<file path="config.mk">
export PLATFORM = sky130hd
export DESIGN_NAME = csa_addsub_pipe_flat
export DESIGN_NICKNAME = d
export VERILOG_FILES = /design/src/rtl/csa_addsub_pipe_if.sv /design/src/rtl/csa_addsub_pipe.sv /design/src/flat_wrapper.sv
export SDC_FILE = /design/constraint.sdc
export NUM_CORES = 1
export LEC_CHECK = 0
export CAP_MARGIN = 20
export CORE_MARGIN = 2
export CORE_UTILIZATION = 30
export CTS_CLUSTER_SIZE = 25
export DETAILED_ROUTE_END_ITERATION = 8
export PLACE_DENSITY_LB_ADDON = 0.15
export RECOVER_POWER = 50
export SETUP_SLACK_MARGIN = 0.05
export SLEW_MARGIN = 25
export SYNTH_ARGS = -nofsm -noshare
export SYNTH_HDL_FRONTEND = slang
export SYNTH_SLANG_ARGS = --single-unit
</file>
<file path="constraint.sdc">
create_clock -name clk -period 4.7 [get_ports clk]
set_input_delay 0.47 -clock clk [delete_from_list [all_inputs] [get_ports clk]]
set_output_delay 0.47 -clock clk [all_outputs]
set_load 0.05 [all_outputs]
</file>
<file path="src/rtl/csa_addsub_pipe_if.sv">
// Purpose: operand/result handshake bundle for the carry-select add/sub pipe.
// Latency: none (wires only).
// Backpressure: in_ready/out_ready follow valid/ready rules; a beat moves when valid && ready.
//
// Signals
//   in_valid/in_ready  operand beat handshake (upstream -> unit)
//   sub, a, b, cin     operation select, operands, carry/borrow in
//   out_valid/out_ready result beat handshake (unit -> downstream)
//   s, cout, ovf, zero result and status flags
// Modports: master = upstream/downstream side (bench), slave = the unit.
interface csa_addsub_pipe_if #(
  parameter int WIDTH = 16
);
  logic             in_valid;
  logic             in_ready;
  logic             sub;
  logic [WIDTH-1:0] a;
  logic [WIDTH-1:0] b;
  logic             cin;
  logic             out_valid;
  logic             out_ready;
  logic [WIDTH-1:0] s;
  logic             cout;
  logic             ovf;
  logic             zero;

  modport master (
    output in_valid, sub, a, b, cin, out_ready,
    input  in_ready, out_valid, s, cout, ovf, zero
  );

  modport slave (
    input  in_valid, sub, a, b, cin, out_ready,
    output in_ready, out_valid, s, cout, ovf, zero
  );
endinterface

</file>
<file path="src/rtl/csa_addsub_pipe.sv">
// Purpose: 2-stage carry-select add / subtract-with-borrow with registered status flags.
// Latency: 2 cycles accept-to-out_valid, 1 beat/cycle throughput when not stalled.
// Backpressure: stage 2 holds while out_valid && !out_ready; stage 1 fills once, then in_ready drops.
//
// Ports
//   clk    rising-edge clock
//   rst_n  synchronous active-low reset; drops every in-flight beat
//   bus    csa_addsub_pipe_if.slave: operand beat in, result beat out
//          {cout,s} = a + (sub ? ~b : b) + (sub ? ~cin : cin)
//          cout is NOT-borrow for subtract; ovf is signed overflow; zero is s == 0
module csa_addsub_pipe #(
  parameter int WIDTH = 16,
  parameter int SPLIT = 8
) (
  input  logic                clk,
  input  logic                rst_n,
  csa_addsub_pipe_if.slave    bus
);

  localparam int HW = WIDTH - SPLIT;

  // Everything stage 2 needs to finish the add without touching the operands again.
  typedef struct packed {
    logic [SPLIT-1:0] s_lo;
    logic             c_lo;
    logic [HW-1:0]    h0;
    logic             c0;
    logic [HW-1:0]    h1;
    logic             c1;
    logic             a_msb;
    logic             b_msb;
  } st1_t;

  logic [WIDTH-1:0] b_eff;
  logic             c_eff;
  logic [SPLIT:0]   lo_sum;
  logic [HW:0]      hi_sum0;
  logic [HW:0]      hi_sum1;
  st1_t             st1_d;
  st1_t             st1_q;

  logic             v1;
  logic             v2;
  logic             adv2;
  logic             acc;
  logic             in_rdy;

  logic [HW-1:0]    h_sel;
  logic             c_sel;
  logic [WIDTH-1:0] s_d;
  logic             ovf_d;

  // ---------------------------------------------------------------------------
  // Stage 1: low segment sum and both high-segment candidates.
  // Subtract is a + ~b + ~cin, so a borrow-in of 1 becomes a carry-in of 0.
  // ---------------------------------------------------------------------------
  always_comb begin
    b_eff   = bus.sub ? ~bus.b : bus.b;
    c_eff   = bus.sub ? ~bus.cin : bus.cin;

    lo_sum  = {1'b0, bus.a[SPLIT-1:0]} + {1'b0, b_eff[SPLIT-1:0]}
            + {{SPLIT{1'b0}}, c_eff};

    // Two independent high adders: one assumes no carry from the low
    // segment, the other assumes a carry. Stage 2 only picks one.
    hi_sum0 = {1'b0, bus.a[WIDTH-1:SPLIT]} + {1'b0, b_eff[WIDTH-1:SPLIT]};
    hi_sum1 = {1'b0, bus.a[WIDTH-1:SPLIT]} + {1'b0, b_eff[WIDTH-1:SPLIT]}
            + {{HW{1'b0}}, 1'b1};

    st1_d       = '0;
    st1_d.s_lo  = lo_sum[SPLIT-1:0];
    st1_d.c_lo  = lo_sum[SPLIT];
    st1_d.h0    = hi_sum0[HW-1:0];
    st1_d.c0    = hi_sum0[HW];
    st1_d.h1    = hi_sum1[HW-1:0];
    st1_d.c1    = hi_sum1[HW];
    // Operand sign bits are kept so overflow can be judged after the select.
    st1_d.a_msb = bus.a[WIDTH-1];
    st1_d.b_msb = b_eff[WIDTH-1];
  end

  // ---------------------------------------------------------------------------
  // Stage 2: carry select. The low carry only steers a mux; it never ripples
  // into the high adder.
  // ---------------------------------------------------------------------------
  always_comb begin
    h_sel = st1_q.c_lo ? st1_q.h1 : st1_q.h0;
    c_sel = st1_q.c_lo ? st1_q.c1 : st1_q.c0;
    s_d   = {h_sel, st1_q.s_lo};
    ovf_d = (st1_q.a_msb == st1_q.b_msb) && (s_d[WIDTH-1] != st1_q.a_msb);
  end

  // ---------------------------------------------------------------------------
  // Handshake. in_ready looks only at pipeline state, never at in_valid, so
  // upstream can compute valid from ready without a combinational loop.
  // ---------------------------------------------------------------------------
  assign adv2          = v1 && (!v2 || bus.out_ready);
  assign in_rdy        = !v1 || adv2;
  assign acc           = bus.in_valid && in_rdy;
  assign bus.in_ready  = in_rdy;
  assign bus.out_valid = v2;

  // Data registers load only on their own enable, so the visible result is
  // frozen across stalls and bubbles.
  always_ff @(posedge clk) begin
    if (!rst_n) begin
      v1       <= 1'b0;
      v2       <= 1'b0;
      st1_q    <= '0;
      bus.s    <= '0;
      bus.cout <= 1'b0;
      bus.ovf  <= 1'b0;
      bus.zero <= 1'b0;
    end else begin
      if (acc) begin
        st1_q <= st1_d;
      end

      if (acc) begin
        v1 <= 1'b1;
      end else if (adv2) begin
        v1 <= 1'b0;
      end

      if (adv2) begin
        bus.s    <= s_d;
        bus.cout <= c_sel;
        bus.ovf  <= ovf_d;
        bus.zero <= (s_d == '0);
      end

      if (adv2) begin
        v2 <= 1'b1;
      end else if (bus.out_ready) begin
        v2 <= 1'b0;
      end
    end
  end

endmodule

</file>
<file path="src/flat_wrapper.sv">
// flat-port wrapper written by rule: the top's interface ports become plain ports
module csa_addsub_pipe_flat 
#(
  parameter int WIDTH = 16,
  parameter int SPLIT = 8
)
  (clk, rst_n, bus_in_valid, bus_sub, bus_a, bus_b, bus_cin, bus_out_ready, bus_in_ready, bus_out_valid, bus_s, bus_cout, bus_ovf, bus_zero);
  csa_addsub_pipe_if #(.WIDTH(WIDTH)) bus_i ();
  input  logic clk;
  input  logic rst_n;
  input wire logic [$bits(bus_i.in_valid)-1:0] bus_in_valid;
  input wire logic [$bits(bus_i.sub)-1:0] bus_sub;
  input wire logic [$bits(bus_i.a)-1:0] bus_a;
  input wire logic [$bits(bus_i.b)-1:0] bus_b;
  input wire logic [$bits(bus_i.cin)-1:0] bus_cin;
  input wire logic [$bits(bus_i.out_ready)-1:0] bus_out_ready;
  output wire logic [$bits(bus_i.in_ready)-1:0] bus_in_ready;
  output wire logic [$bits(bus_i.out_valid)-1:0] bus_out_valid;
  output wire logic [$bits(bus_i.s)-1:0] bus_s;
  output wire logic [$bits(bus_i.cout)-1:0] bus_cout;
  output wire logic [$bits(bus_i.ovf)-1:0] bus_ovf;
  output wire logic [$bits(bus_i.zero)-1:0] bus_zero;
  assign bus_i.in_valid = bus_in_valid;
  assign bus_i.sub = bus_sub;
  assign bus_i.a = bus_a;
  assign bus_i.b = bus_b;
  assign bus_i.cin = bus_cin;
  assign bus_i.out_ready = bus_out_ready;
  assign bus_in_ready = bus_i.in_ready;
  assign bus_out_valid = bus_i.out_valid;
  assign bus_s = bus_i.s;
  assign bus_cout = bus_i.cout;
  assign bus_ovf = bus_i.ovf;
  assign bus_zero = bus_i.zero;
  csa_addsub_pipe #(.WIDTH(WIDTH), .SPLIT(SPLIT)) u_core (.clk(clk), .rst_n(rst_n), .bus(bus_i));
endmodule
</file>
After elaboration in Yosys (flattened, before gate mapping). Cells that the tools add are included.

Bitwise logic cells: 2. Eq/ne operators: 2. Muxes and demuxes: 8. Reductions and logical operators: 10. Add/subtract/negate cells: 4.

Operator list (number): $add 8x8->9 (2); $logic_not 16->1 (1); $mux 16 (1); $not 16->16 (1); $add 9x1->9 (1); $add 9x1->9 const B (1); $mux 8 (1); $mux 1 (6); $reduce_bool 2->1 (2); $logic_and 1x1->1 (3); $logic_not 1->1 (2); $logic_or 1x1->1 (2); $eq 1x1->1 (1); $ne 1x1->1 (1); $not 1->1 (1).

Register bits: 50. Bits of input ports: 38. Output and inout port bits: 21.

Depth between registers and ports, before layout. Gate-level depths: netlist (run 1).

Depth after elaboration: 6. Gate-level depth with buffers: 13.

Least setup slack after synthesis (run 1). No wires, ideal clock.

Kind: input port to flip-flop. Start point: in bus_sub. End point: reg u_core.st1_q[2] (netlist bit). Buffers on the path: 2. Data arrival time: 3393 ps. Cell stages on the path: 12. Path slack: 1219 ps. Setup time: 88 ps. Cell sequence: clkbuf_1 > clkbuf_1 > xor2_1 > ha_1 > inv_1 > fa_1 > nand2b_1 > a21o_1 > a211o_1 > and2_4 > a31o_1 > a311oi_2.

Word-level cells in the longest chain between the ends: 3.

RTL lines: from (decl) (line flat_wrapper.sv:12) `input wire logic [$bits(bus_i.sub)-1:0] bus_sub;`; $mux 16 (line csa_addsub_pipe.sv:58) `b_eff = bus.sub ? ~bus.b : bus.b;`; $add 8x8->9 (line csa_addsub_pipe.sv:67) `hi_sum1 = {1'b0, bus.a[WIDTH-1:SPLIT]} + {1'b0, b_eff[WIDTH-1:SPLIT]}`; $add 9x1->9 (line csa_addsub_pipe.sv:68) `+ {{HW{1'b0}}, 1'b1};`; to (signal assigned) (line csa_addsub_pipe.sv:116) `st1_q <= st1_d;`; to (decl) (line csa_addsub_pipe.sv:40) `st1_t st1_q;`.

Every way passes these cells. A chain may end at the register's enable or synchronous reset.

Worst setup path in the final report (run 1). Same ends and word-level chain as after synthesis.

==> run summary, run 1 <==
The run finished, with violations left. Clock tree synthesis found a total of 50 sinks. The detailed-placement wirelength estimate is 5020 um.

The number of setup violations in the final report is 0. The multi-input combinational cells in the finished layout cover a total of 0.00175 mm2. In this run the worst hold path is classified as flip-flop to flip-flop. The effective utilization at floorplan came out at 0.311. The prevailing post-synth register cell is sky130_fd_sc_hd__dfxtp_1.

The total routing resource utilization after global routing came out at 0.130. The post-CTS setup buffer count came out at 0. The type of element capturing the critical path is a flip-flop.

The worst path required time came out at 4.90 ns. The post-route DRC violation count came out at 0. The most frequent standard cell in the layout excluding fill and tap cells is sky130_fd_sc_hd__dfxtp_1.

The most critical setup path has its startpoint at bus_sub. The reg-to-reg endpoint is u_core.bus.zero$_SDFFE_PN0P_. The total negative slack is 0 ns. The number of H-tree levels came out at 2. The initial antenna violation count is 0. The final reports fail on capacitance limit.

The hold buffer count at cts came out at 0. Of the post-synthesis cell area, the dominant cell type holds 0.345. Dividing total power by cell area gives a power density of 339 mW/mm2. The largest net degree at the start of global routing came out at 47. The type of origin of the critical path is a primary input. Detailed routing inserted a total of 2482 vias.

The worst-case IR drop observed on VDD is 0.125 mV. The mux cell area share after synthesis is 0.0345. The count of pins on the block boundary is 59.

The synthesized area divided by synthesized cell count is 8.27 um2. The minimum period implied by the final worst setup slack came out at 3.27 ns. The number of cells on the worst reg-to-reg path is 6. Counting along the longest clock path gives a buffer depth of 2. The routed length per placed instance came out at 12.5 um. From left edge to right edge, the die measures 102 um.

The actual slew at the worst max-slew pin came out at 1.48 ns. The placeable core region is 0.00933 mm2. In this run the worst setup path terminates at u_core.st1_q[2]$_SDFFE_PN0P_.

Counting every net in the synthesized netlist gives 408. The number of cells after detailed placement came out at 520. The library cells used most frequently in the layout, excluding fill and tap cells, are sky130_fd_sc_hd__dfxtp_1, sky130_fd_sc_hd__nand2_1, sky130_fd_sc_hd__clkdlybuf4s50_1. The share of synthesized cell area in full adder, half adder and majority cells is 0.0896. The reg-to-reg setup timing slack is 2.55 ns. The count of different cell masters after synthesis came out at 52. The largest fanout of any net on the critical path came out at 17. The max capacitance violation total is 1.

The total of warnings raised by yosys is 0. The synthesized netlist cell count is 351. Summed over all layers, the routed wires come to 6600 um. The post-synthesis share of cell area spent on xor and xnor gates is 0.0844. The count of antenna diodes in the layout came out at 0.

The biggest area contributor in the post-synthesis netlist is sky130_fd_sc_hd__dfxtp_1. The via count of the first global-routing pass came out at 2281. Synthesis inferred 50 register bits.

The worst-case clock skew is 0.00595 ns. The first global-routing pass estimated 11000 um of wire. The count of nets left with antenna violations once routing finished came out at 0. Dividing the detail-routed via count by the number of cells gives 4.70. The first-iteration detailed-routing DRC count came out at 141. For the worst setup path, the data arrival time is 3.47 ns. The count of final max-slew check failures is 0. In the final design database the tool counted 455 nets. The number of non-filler instances in the completed layout came out at 528. The share of layout cells above drive strength 1 is 0.0451. The category of the most critical setup path is primary input to flip-flop. The post-synthesis share of cell area spent on and, or, nand and nor gates is 0.210.

The share of the yosys chip area belonging to registers came out at 0.345. The number of buffers added by the clock tree synthesis step came out at 5. The compound-cell area share of the yosys netlist is 0.184.

The pre-antenna-repair detailed-routing pass consisted of 5 iterations. Setup repair after global routing left no endpoint under its margin. After synthesis, the largest family of logic cells by area is simple AND/OR/NAND/NOR gates.

The clock root buffer master is sky130_fd_sc_hd__clkbuf_8. The highest clock rate is 306 MHz. The count of fill cells added during filler insertion came out at 1006.

TritonCTS built the clock tree. Input and output buffers added on the ports amount to 58. The clock-pin slew on the worst setup and hold paths came out at 0.09 ns. The final RePlAce weighted congestion is 0.725. After synthesis, the cell types taking the most area are sky130_fd_sc_hd__dfxtp_1, sky130_fd_sc_hd__ha_1, sky130_fd_sc_hd__xor2_1. In this run the critical register-to-register path is launched from u_core.st1_q[20]$_SDFFE_PN0P_. The growth of design area from synthesis to finish is 27.6%.

The share of the clock period used by the worst path is 0.696. The clock reaches the later pin of the worst-skew pair after 0.30 ns. After global routing the overflow that remains totals 0. The floorplan die area came out at 0.0105 mm2. The worst slew margin relative to its limit is 0.0109. The total standard cell area after synthesis is 0.00290 mm2. The startpoint of the tightest hold check path is u_core.bus.s[7]$_SDFFE_PN0P_. The number of synthesized flops with an enable pin is 0. The fraction of registers with async set or reset after synthesis came out at 0. The site row count came out at 35. The number of instances resized during post-cts repair came out at 0. The leakage power came out at 1.47 nW. The final-report hold violation count came out at 0. The height of the die came out at 102 um. The area taken by flip-flops and latches came out at 0.00100 mm2.
[power breakdown]
group,total (W),switching (W),internal [W]
clock,0.000371,0.000144,0.000227
combinational,0.000389,0.000219,0.000170
sequential,0.000494,0.0000305,0.000464
total,0.00125,0.000393,0.000861
[logic make-up after synthesis]
| group | Yosys count |
|---|---|
| xor+xnor | 28 |
| compound gates | 82 |
| mux | 10 |
| fa+ha+maj | 19 |
| simple gates | 128 |
| flops | 50 |
| buf+inv | 34 |
[registers in the layout, indices dropped and copies added (netlist names)]
| register | cells |
|---|---|
| u_core.bus.ovf | 1 |
| u_core.s_d | 8 |
| u_core.bus.s | 16 |
| u_core.bus.zero | 1 |
| u_core.st1_q | 21 |
| u_core.bus.cout | 1 |
| u_core.v1 | 1 |
| u_core.bus.out_valid | 1 |
[final cells by class]
type,count,share of cell area
Clock buffer,6,0.0223
Clock inverter,2,0.0162
Inverter,14,0.0142
Multi-Input combinational cell,267,0.473
Sequential cell,50,0.270
Tap cell,129,0.0436
Timing Repair Buffer,60,0.161
[Yosys cell counts (4+ instances only)]
library cell,n
sky130_fd_sc_hd__a211oi_1,16
sky130_fd_sc_hd__a21o_1,5
sky130_fd_sc_hd__a21oi_1,32
sky130_fd_sc_hd__and2_1,4
sky130_fd_sc_hd__buf_1,4
sky130_fd_sc_hd__clkbuf_1,12
sky130_fd_sc_hd__dfxtp_1,50
sky130_fd_sc_hd__ha_1,16
sky130_fd_sc_hd__inv_1,13
sky130_fd_sc_hd__mux2i_1,10
sky130_fd_sc_hd__nand2_1,48
sky130_fd_sc_hd__nand2b_1,5
sky130_fd_sc_hd__nand3_1,9
sky130_fd_sc_hd__nand4_1,4
sky130_fd_sc_hd__nor2_1,31
sky130_fd_sc_hd__nor3_1,7
sky130_fd_sc_hd__o21ai_0,8
sky130_fd_sc_hd__xnor2_1,7
sky130_fd_sc_hd__xor2_1,21
[layer usage]
| metal | vias to the layer above | GRT usage | routed length (um) |
|---|---|---|---|
| met5 | - | 0 | 0 |
| met4 | 0 | 0.0431 | 94 |
| met3 | 6 | 0.0212 | 318 |
| met2 | 55 | 0.190 | 2670 |
| met1 | 1101 | 0.195 | 3520 |
| li1 | 1320 | - | - |
[through the flow]
| stage | utilization | setup WS (ns) | area [um2] | hold WS (ns) | power [W] |
|---|---|---|---|---|---|
| 6_report | 0.397 | 1.43 | 3700 | 0.455 | 0.00125 |
| 5_1_grt | 0.397 | 1.26 | 3700 | 0.479 | 0.00133 |
| 4_1_cts | 0.397 | 1.43 | 3700 | 0.462 | 0.00127 |
| 3_5_place_dp | 0.382 | 1.11 | 3560 | 0.449 | 0.000898 |
| 3_3_place_gp | 0.382 | 1.20 | 3560 | 0.444 | 0.000895 |
| 2_1_floorplan | - | 1.22 | 2900 | 0.436 | 0.000786 |
[how the worst min path moves through the flow]
| stage | end | depth (start not counted) |
|---|---|---|
| after floorplan | u_core.st1_q[16]$_SDFFE_PN0P_ | 2 |
| after global placement | u_core.st1_q[16]$_SDFFE_PN0P_ | 2 |
| after detailed placement | u_core.st1_q[16]$_SDFFE_PN0P_ | 2 |
| after CTS | u_core.st1_q[16]$_SDFFE_PN0P_ | 2 |
| after global routing | u_core.bus.s[5]$_SDFFE_PN0P_ | 2 |
| final | u_core.bus.s[7]$_SDFFE_PN0P_ | 2 |
[critical path, stage by stage]
cell                              delay [ns]
sky130_fd_sc_hd__clkdlybuf4s50_1        0.45
sky130_fd_sc_hd__buf_4                  0.27
sky130_fd_sc_hd__xor2_1                 0.18
sky130_fd_sc_hd__ha_1                   0.22
sky130_fd_sc_hd__inv_1                  0.07
sky130_fd_sc_hd__fa_1                   0.40
sky130_fd_sc_hd__nand2b_1               0.24
sky130_fd_sc_hd__a21o_1                 0.24
sky130_fd_sc_hd__a211o_1                0.33
sky130_fd_sc_hd__and2_4                 0.16
sky130_fd_sc_hd__a31o_1                 0.20
sky130_fd_sc_hd__a311oi_2               0.24
No activity file was read; power rests on OpenSTA's default activity.
==> run 2: changes to the inputs <==
==> constraint.sdc (replaced) <==
create_clock -name clk -period 2.65 [get_ports clk]
set_input_delay 0.265 -clock clk [delete_from_list [all_inputs] [get_ports clk]]
set_output_delay 0.265 -clock clk [all_outputs]
set_load 0.05 [all_outputs]
==> run summary, run 2 (synthesis gave the netlist of run 1 again) <==
The worst hold path belongs to the class flip-flop to flip-flop. The startpoint identified for the worst register-to-register timing path is u_core.bus.out_valid$_SDFFE_PN0P_. The number of setup violations in the final report came out at 0 (unchanged). The remaining number of nets flagged by the antenna check after routing is 0 (unchanged).

The initial antenna violation count came out at 0 (unchanged). The count of antenna diodes in the layout is 0 (unchanged). The detailed-placement wirelength estimate was 5630 um (+12%). The via density per instance is 4.61 (-2.0%).

The effective utilization at floorplan is 0.311 (unchanged). The site row count is 35 (unchanged). By startpoint and endpoint, the worst setup path is classified as primary input to flip-flop. The hold path endpoint is u_core.bus.s[7]$_SDFFE_PN0P_.

The number of cells after detailed placement is 557 (+7.1%). The worst path required time came out at 2.86 ns (-2.04 ns). The cell depth of the worst flop-to-flop path came out at 6 (unchanged).

The final-report hold violation count came out at 0 (unchanged). The most critical setup path has its startpoint at bus_b[8]. The floorplan die area came out at 0.0105 mm2 (unchanged).

The startpoint of the tightest hold check path is u_core.bus.s[7]$_SDFFE_PN0P_. The routed wire length was 6970 um (+5.5%). The number of H-tree levels is 2 (unchanged). The endpoint identified for the worst register-to-register timing path is u_core.st1_q[2]$_SDFFE_PN0P_. The total routing resource utilization after global routing is 0.139 (+0.00888). The largest net degree at the start of global routing was 27 (-43%). The count of fill cells added during filler insertion is 993 (-1.3%). The horizontal die dimension is 102 um (unchanged). The worst slew margin relative to its limit is 0.411 (+0.400).

The number of flip-flops in the largest register came out at 21 (unchanged). The clock-pin slew on the worst setup and hold paths is 0.09 ns (about the same). The share of the clock period used by the worst path came out at 0.940.

The clock sink count is 50 (unchanged). u_core.st1_q holds more flip-flops than any other register. The worst-skew pair later-pin latency came out at 0.30 ns (about the same).

The first-iteration detailed-routing DRC count is 100 (-29%). The type of element capturing the critical path is a flip-flop. The routed length per placed instance is 12.3 um (-1.4%). The max capacitance violation total came out at 0 (-1). The final global-route overflow total is 0 (unchanged). Leaving out fill and tap cells, the most frequent cell in the layout is sky130_fd_sc_hd__dfxtp_1.

The post-placement worst setup slack is -0.345 ns (-1.45 ns). The via count of the routed design came to 2602 (+4.8%). The maximum number of buffers from clock root to sink is 2 (unchanged). The worst-case clock skew came out at 0.00935 ns (+0.00340 ns). STA classifies the critical path startpoint as a primary input. In the layout the commonest cells are sky130_fd_sc_hd__dfxtp_1, sky130_fd_sc_hd__nand2_1, sky130_fd_sc_hd__clkdlybuf4s50_1. Setup repair after global routing left no endpoint under its margin. The cell sitting at the root of the clock tree is a sky130_fd_sc_hd__clkbuf_8. The count of final max-slew check failures came out at 0 (unchanged).

The worst hold path stage count came to 2 (unchanged). The final RePlAce weighted congestion came out at 0.892 (+23%). The number of buffers added by the clock tree synthesis step is 5 (unchanged).

Static timing analysis puts the maximum clock frequency at 402 MHz. The leakage power came out at 1.60 nW (+8.8%). The first-pass GRT wire length was 11600 um (+5.3%).

The reg-to-reg setup timing slack was 0.87 ns (-1.68 ns). The height of the die came out at 102 um (unchanged). The via count of the first global-routing pass came out at 2410 (+5.7%). The placeable core region is 0.00933 mm2 (unchanged). The final net count came to 492 (+8.1%). The peak supply drop came to 0.264 mV (+110%).

The slack of the critical path came out at 0.160 ns (-1.27 ns). The growth of design area from synthesis to finish is 36.4%. The post-route DRC violation count came out at 0 (unchanged). The actual slew at the worst max-slew pin was 0.883 ns (-0.600 ns).

The share of layout cells above drive strength 1 came out at 0.140 (+0.0948). The minimum period implied by the final worst setup slack came out at 2.49 ns. The number of non-filler instances in the completed layout came out at 565 (+7.0%).

The power per cell area is 545 mW/mm2 (+61%). The number of search-and-repair iterations in the first detailed-routing pass is 4 (-1). The run finished with clean final reports.

The worst endpoint data arrival time came out at 2.70 ns (-0.77 ns). The count of input and output buffers came to 58 (unchanged). The count of pins on the block boundary is 59 (unchanged). TritonCTS built the clock tree. The largest fanout of any net on the critical path came out at 6 (-11).
==> run 2: cell count changes in the layout (fill, tap and decap cells not counted), moves of 2 or more <==
cell | before | now
sky130_fd_sc_hd__buf_4 | 2 | 36
sky130_fd_sc_hd__bufinv_16 | 2 | 0
sky130_fd_sc_hd__clkbuf_2 | 0 | 2
sky130_fd_sc_hd__clkdlybuf4s50_1 | 37 | 44
sky130_fd_sc_hd__dlygate4sd3_1 | 21 | 13
==> run 2: timing repair <==
item,CTS,global route
resized for setup,1,3
endpoints found under the setup margin,3,3
pin swaps,0,3
setup buffers,0,0
hold buffers,0,0
==> run 2: cell type report <==
type	instances	area, um2	area share
multi-input cells	267	1790	0.451
flip-flops and latches	50	1000	0.253
repair buffers	97	863	0.218
well taps	129	161	0.0408
clock buffers	6	82.6	0.0209
inverters	14	52.6	0.0133
clock inverters	2	12.5	0.00316
==> run 2: worst max-delay path, stage by stage <==
cell                              delay, ns
sky130_fd_sc_hd__clkdlybuf4s50_1       0.47
sky130_fd_sc_hd__xor2_1                0.14
sky130_fd_sc_hd__ha_2                  0.21
sky130_fd_sc_hd__inv_2                 0.04
sky130_fd_sc_hd__fa_2                  0.37
sky130_fd_sc_hd__nand2b_4              0.18
sky130_fd_sc_hd__a21o_1                0.18
sky130_fd_sc_hd__a211o_1               0.31
sky130_fd_sc_hd__and2_4                0.18
sky130_fd_sc_hd__a31o_1                0.18
sky130_fd_sc_hd__a311oi_2              0.17
==> run 2: per-layer routing <==
| metal | wire length, um | share of wire | track usage | vias up |
|---|---|---|---|---|
| met2 | 3000 | 0.43 | 0.220 | 59 |
| met5 | 0 | 0 | 0 | - |
| met4 | 114 | 0.016 | 0.0462 | 0 |
| met1 | 3550 | 0.51 | 0.197 | 1133 |
| met3 | 302 | 0.043 | 0.0178 | 9 |
| li1 | - | - | - | 1401 |
==> run 2: how the worst max path moves through the flow <==
stage,end,slack (ns),cells after the start
finish,u_core.st1_q[2]$_SDFFE_PN0P_,0.16,11
global route,u_core.st1_q[9]$_SDFFE_PN0P_,0.07,11
CTS,u_core.st1_q[2]$_SDFFE_PN0P_,0.13,11
detailed placement,u_core.st1_q[2]$_SDFFE_PN0P_,-0.34,12
global placement,u_core.st1_q[2]$_SDFFE_PN0P_,-0.29,12
floorplan,u_core.st1_q[2]$_SDFFE_PN0P_,0.04,12
==> run 2: per-stage QoR <==
| stage | hold WS, ns | utilization | power, W | instance area, um2 | setup TNS, ns |
|---|---|---|---|---|---|
| CTS | 0.458 | 0.424 | 0.00218 | 3960 | 0 |
| global placement | 0.444 | 0.414 | 0.00171 | 3860 | -2.34 |
| detailed placement | 0.448 | 0.414 | 0.00172 | 3860 | -2.82 |
| floorplan | 0.394 | - | 0.00141 | 2970 | 0 |
| finish | 0.455 | 0.425 | 0.00216 | 3960 | 0 |
| global route | 0.472 | 0.425 | 0.00230 | 3960 | 0 |
==> run 2: where the power goes <==
group / internal (W) / switching, W / total [W]
sequential: 0.000823 / 0.0000445 / 0.000867
combinational: 0.000401 / 0.000427 / 0.000829
clock: 0.000210 / 0.000251 / 0.000462
total: 0.00143 / 0.000723 / 0.00216
==> run 3: changes to the inputs <==
--- a/config.mk
+++ b/config.mk
@@ -10,10 +10,10 @@
 export CORE_UTILIZATION = 30
 export CTS_CLUSTER_SIZE = 25
 export DETAILED_ROUTE_END_ITERATION = 8
+export DONT_BUFFER_PORTS = 1
 export PLACE_DENSITY_LB_ADDON = 0.15
 export RECOVER_POWER = 50
 export SETUP_SLACK_MARGIN = 0.05
-export SLEW_MARGIN = 25
 export SYNTH_ARGS = -nofsm -noshare
 export SYNTH_HDL_FRONTEND = slang
 export SYNTH_SLANG_ARGS = --single-unit
==> constraint.sdc (replaced) <==
create_clock -name clk -period 2.8 [get_ports clk]
set_input_delay 0.28 -clock clk [delete_from_list [all_inputs] [get_ports clk]]
set_output_delay 0.28 -clock clk [all_outputs]
set_load 0.05 [all_outputs]
==> run summary, run 3 (synthesis gave the netlist of run 1 again) <==
The detailed-placement wirelength estimate is 5270 um (-6.5%). The worst setup path is captured at a flip-flop. The run finished with clean final reports. The count of buffer and inverter cells on the critical path is 1 (-1). The largest stage delay on the critical path is 0.40 ns (-0.07 ns).

The share of the clock period used by the worst path came out at 0.804. The largest fanout of any net on the critical path is 17 (+11). The placeable core region is 0.00933 mm2 (unchanged). The count of antenna diodes in the layout was 0 (unchanged). The routed wire length came out at 6880 um (-1.2%). The tree is rooted in a sky130_fd_sc_hd__clkbuf_8. The max capacitance violation total came to 0 (unchanged).

The path with the worst hold slack has its endpoint at u_core.v1$_SDFFE_PN0P_. The final core utilization came out at 0.334 (-0.0904). The area taken by flip-flops and latches is 0.00100 mm2 (unchanged).

The number of search-and-repair iterations in the first detailed-routing pass is 4 (unchanged). The slack of the critical path came to 0.548 ns (+0.388 ns). Setup repair after global routing left no endpoint under its margin. The number of H-tree levels is 2 (unchanged).

In this run the most critical hold path is launched from bus_in_valid. The number of buffers added by the clock tree synthesis step is 5 (unchanged). The startpoint identified for the worst register-to-register timing path is u_core.bus.out_valid$_SDFFE_PN0P_. The site row count came out at 35 (unchanged). The count of input and output buffers is 0 (-100%). The worst hold path stage count is 2 (unchanged). The hold buffer count at cts came out at 0 (unchanged). The count of final max-slew check failures is 0 (unchanged). The number of instances resized during post-cts repair is 0 (-1). The cell family contributing the most delay on the critical path is compound AO/OA/AOI/OAI gates.

The final RePlAce weighted congestion came to 0.835 (-6.4%). The total routing resource utilization after global routing came out at 0.137 (-0.00199). The height of the die is 102 um (unchanged). The multi-input logic area came to 0.00176 mm2 (-1.4%).

The worst-case clock skew was 0.00727 ns (-0.00208 ns). The routed length per placed instance is 14.5 um (+18%). The worst slew margin relative to its limit came out at 0.0340 (-0.377). The first-iteration detailed-routing DRC count was 111 (+11%). The largest individual stage delay along the critical path comes from the cell sky130_fd_sc_hd__fa_1. The most flop-heavy register is u_core.st1_q. The via count of the first global-routing pass is 2151 (-11%).

The post-CTS setup buffer count is 0 (unchanged). The worst path required time came out at 3.01 ns (+0.15 ns). The floorplan die area is 0.0105 mm2 (unchanged). The peak supply drop came out at 0.178 mV (-33%). Walking the worst path, the cells encountered are xor2_1 > ha_2 > inv_1 > fa_1 > nand2b_4 > a21o_1 > a211o_1 > and2_4 > a31o_1 > a311oi_2. The final-report hold violation count came out at 0 (unchanged). The number of flip-flops in the largest register came to 21 (unchanged). The count of pins on the block boundary came out at 59 (unchanged).

The worst-skew pair later-pin latency came out at 0.31 ns (about the same). The first-pass GRT wire length came out at 11100 um (-4.1%). The post-route DRC violation count came out at 0 (unchanged).

The effective utilization at floorplan is 0.311 (unchanged). The total negative slack is 0 ns (unchanged). The final global-route overflow total is 0 (unchanged). The clock sink count is 50 (unchanged). The final net count came out at 402 (-18%). The worst hold path belongs to the class primary input to flip-flop. The worst endpoint data arrival time came to 2.46 ns (-0.24 ns). The worst register-to-register path ends at u_core.bus.zero$_SDFFE_PN0P_. Static timing analysis puts the maximum clock frequency at 444 MHz. The cell depth of the worst flop-to-flop path is 7 (+1). The maximum number of buffers from clock root to sink is 2 (unchanged). The initial antenna violation count is 0 (unchanged). The power per cell area came out at 598 mW/mm2 (+9.8%). The most frequent standard cell in the layout excluding fill and tap cells is sky130_fd_sc_hd__dfxtp_1.

The reg-to-reg setup timing slack is 0.68 ns (-0.19 ns). The count of fill cells added during filler insertion came out at 1009 (+1.6%). The horizontal die dimension came out at 102 um (unchanged). The largest net degree at the start of global routing is 47 (+74%).

The type of origin of the critical path is a primary input. The number of setup violations in the final report is 0 (unchanged). The clock-pin slew on the worst setup and hold paths is 0.10 ns (about the same). TritonCTS built the clock tree.

The number of non-filler instances in the completed layout came out at 475 (-16%). The number of cells after detailed placement is 467 (-16%). The share of layout cells above drive strength 1 is 0.0665 (-0.0734). The via density per instance came out at 4.83 (+4.8%).

The leakage power came out at 1.19 nW (-26%). The remaining number of nets flagged by the antenna check after routing is 0 (unchanged). The minimum period implied by the final worst setup slack is 2.25 ns. Relative to the synthesized area, the layout overhead comes to 7.32%.

The post-placement worst setup slack is 0.258 ns (+0.603 ns). In the layout the commonest cells are sky130_fd_sc_hd__dfxtp_1, sky130_fd_sc_hd__nand2_1, sky130_fd_sc_hd__a21oi_1. The category of the most critical setup path is primary input to flip-flop. The via count of the routed design came out at 2293 (-12%). The actual slew at the worst max-slew pin came out at 1.45 ns (+0.565 ns).
-- run 3: cell count changes in the layout (fill, tap and decap cells not counted), moves of 2 or more --
cell / previous run / this run
sky130_fd_sc_hd__buf_4: 36 / 5
sky130_fd_sc_hd__clkbuf_2: 2 / 0
sky130_fd_sc_hd__dlygate4sd3_1: 13 / 0
sky130_fd_sc_hd__clkdlybuf4s50_1: 44 / 0
-- run 3: layout make-up --
| type | instances | share of cell area |
|---|---|---|
| inverter | 14 | 0.0169 |
| clock buffer | 6 | 0.0265 |
| tap | 129 | 0.0518 |
| timing repair buffer | 7 | 0.0145 |
| sequential | 50 | 0.321 |
| multi-input combinational | 267 | 0.565 |
| clock inverter | 2 | 0.00401 |
-- run 3: power breakdown --
part           switching (W)  leakage, nW  internal (W)
registers           0.000102        0.411      0.000779
clock network       0.000249       0.0472      0.000199
logic               0.000307        0.731      0.000229
total               0.000657         1.19       0.00121
-- run 3: per-layer routing --
metal  part of all wire  track usage
met5                  0            0
met4              0.017       0.0523
met3              0.052       0.0301
met2               0.40        0.198
met1               0.53        0.199
-- run 3: stage by stage --
step | instance area [um2] | hold WS (ns) | power [W]
2_1_floorplan | 2950 | 0.409 | 0.00133
3_3_place_gp | 3030 | 0.404 | 0.00143
3_5_place_dp | 3030 | 0.406 | 0.00143
4_1_cts | 3120 | 0.0813 | 0.00188
5_1_grt | 3120 | 0.0821 | 0.00199
6_report | 3120 | 0.0896 | 0.00186
-- run 3: worst max-delay path by stage --
| stage | startpoint | to | slack, ns | depth (start not counted) |
|---|---|---|---|---|
| 4_1_cts | bus_sub | u_core.st1_q[2]$_SDFFE_PN0P_ | 0.57 | 10 |
| 5_1_grt | bus_sub | u_core.st1_q[2]$_SDFFE_PN0P_ | 0.41 | 11 |
| 6_report | bus_sub | u_core.st1_q[2]$_SDFFE_PN0P_ | 0.55 | 10 |
| 2_1_floorplan | bus_sub | u_core.st1_q[2]$_SDFFE_PN0P_ | 0.05 | 12 |
| 3_3_place_gp | bus_sub | u_core.st1_q[2]$_SDFFE_PN0P_ | 0.30 | 10 |
| 3_5_place_dp | bus_sub | u_core.st1_q[2]$_SDFFE_PN0P_ | 0.26 | 10 |
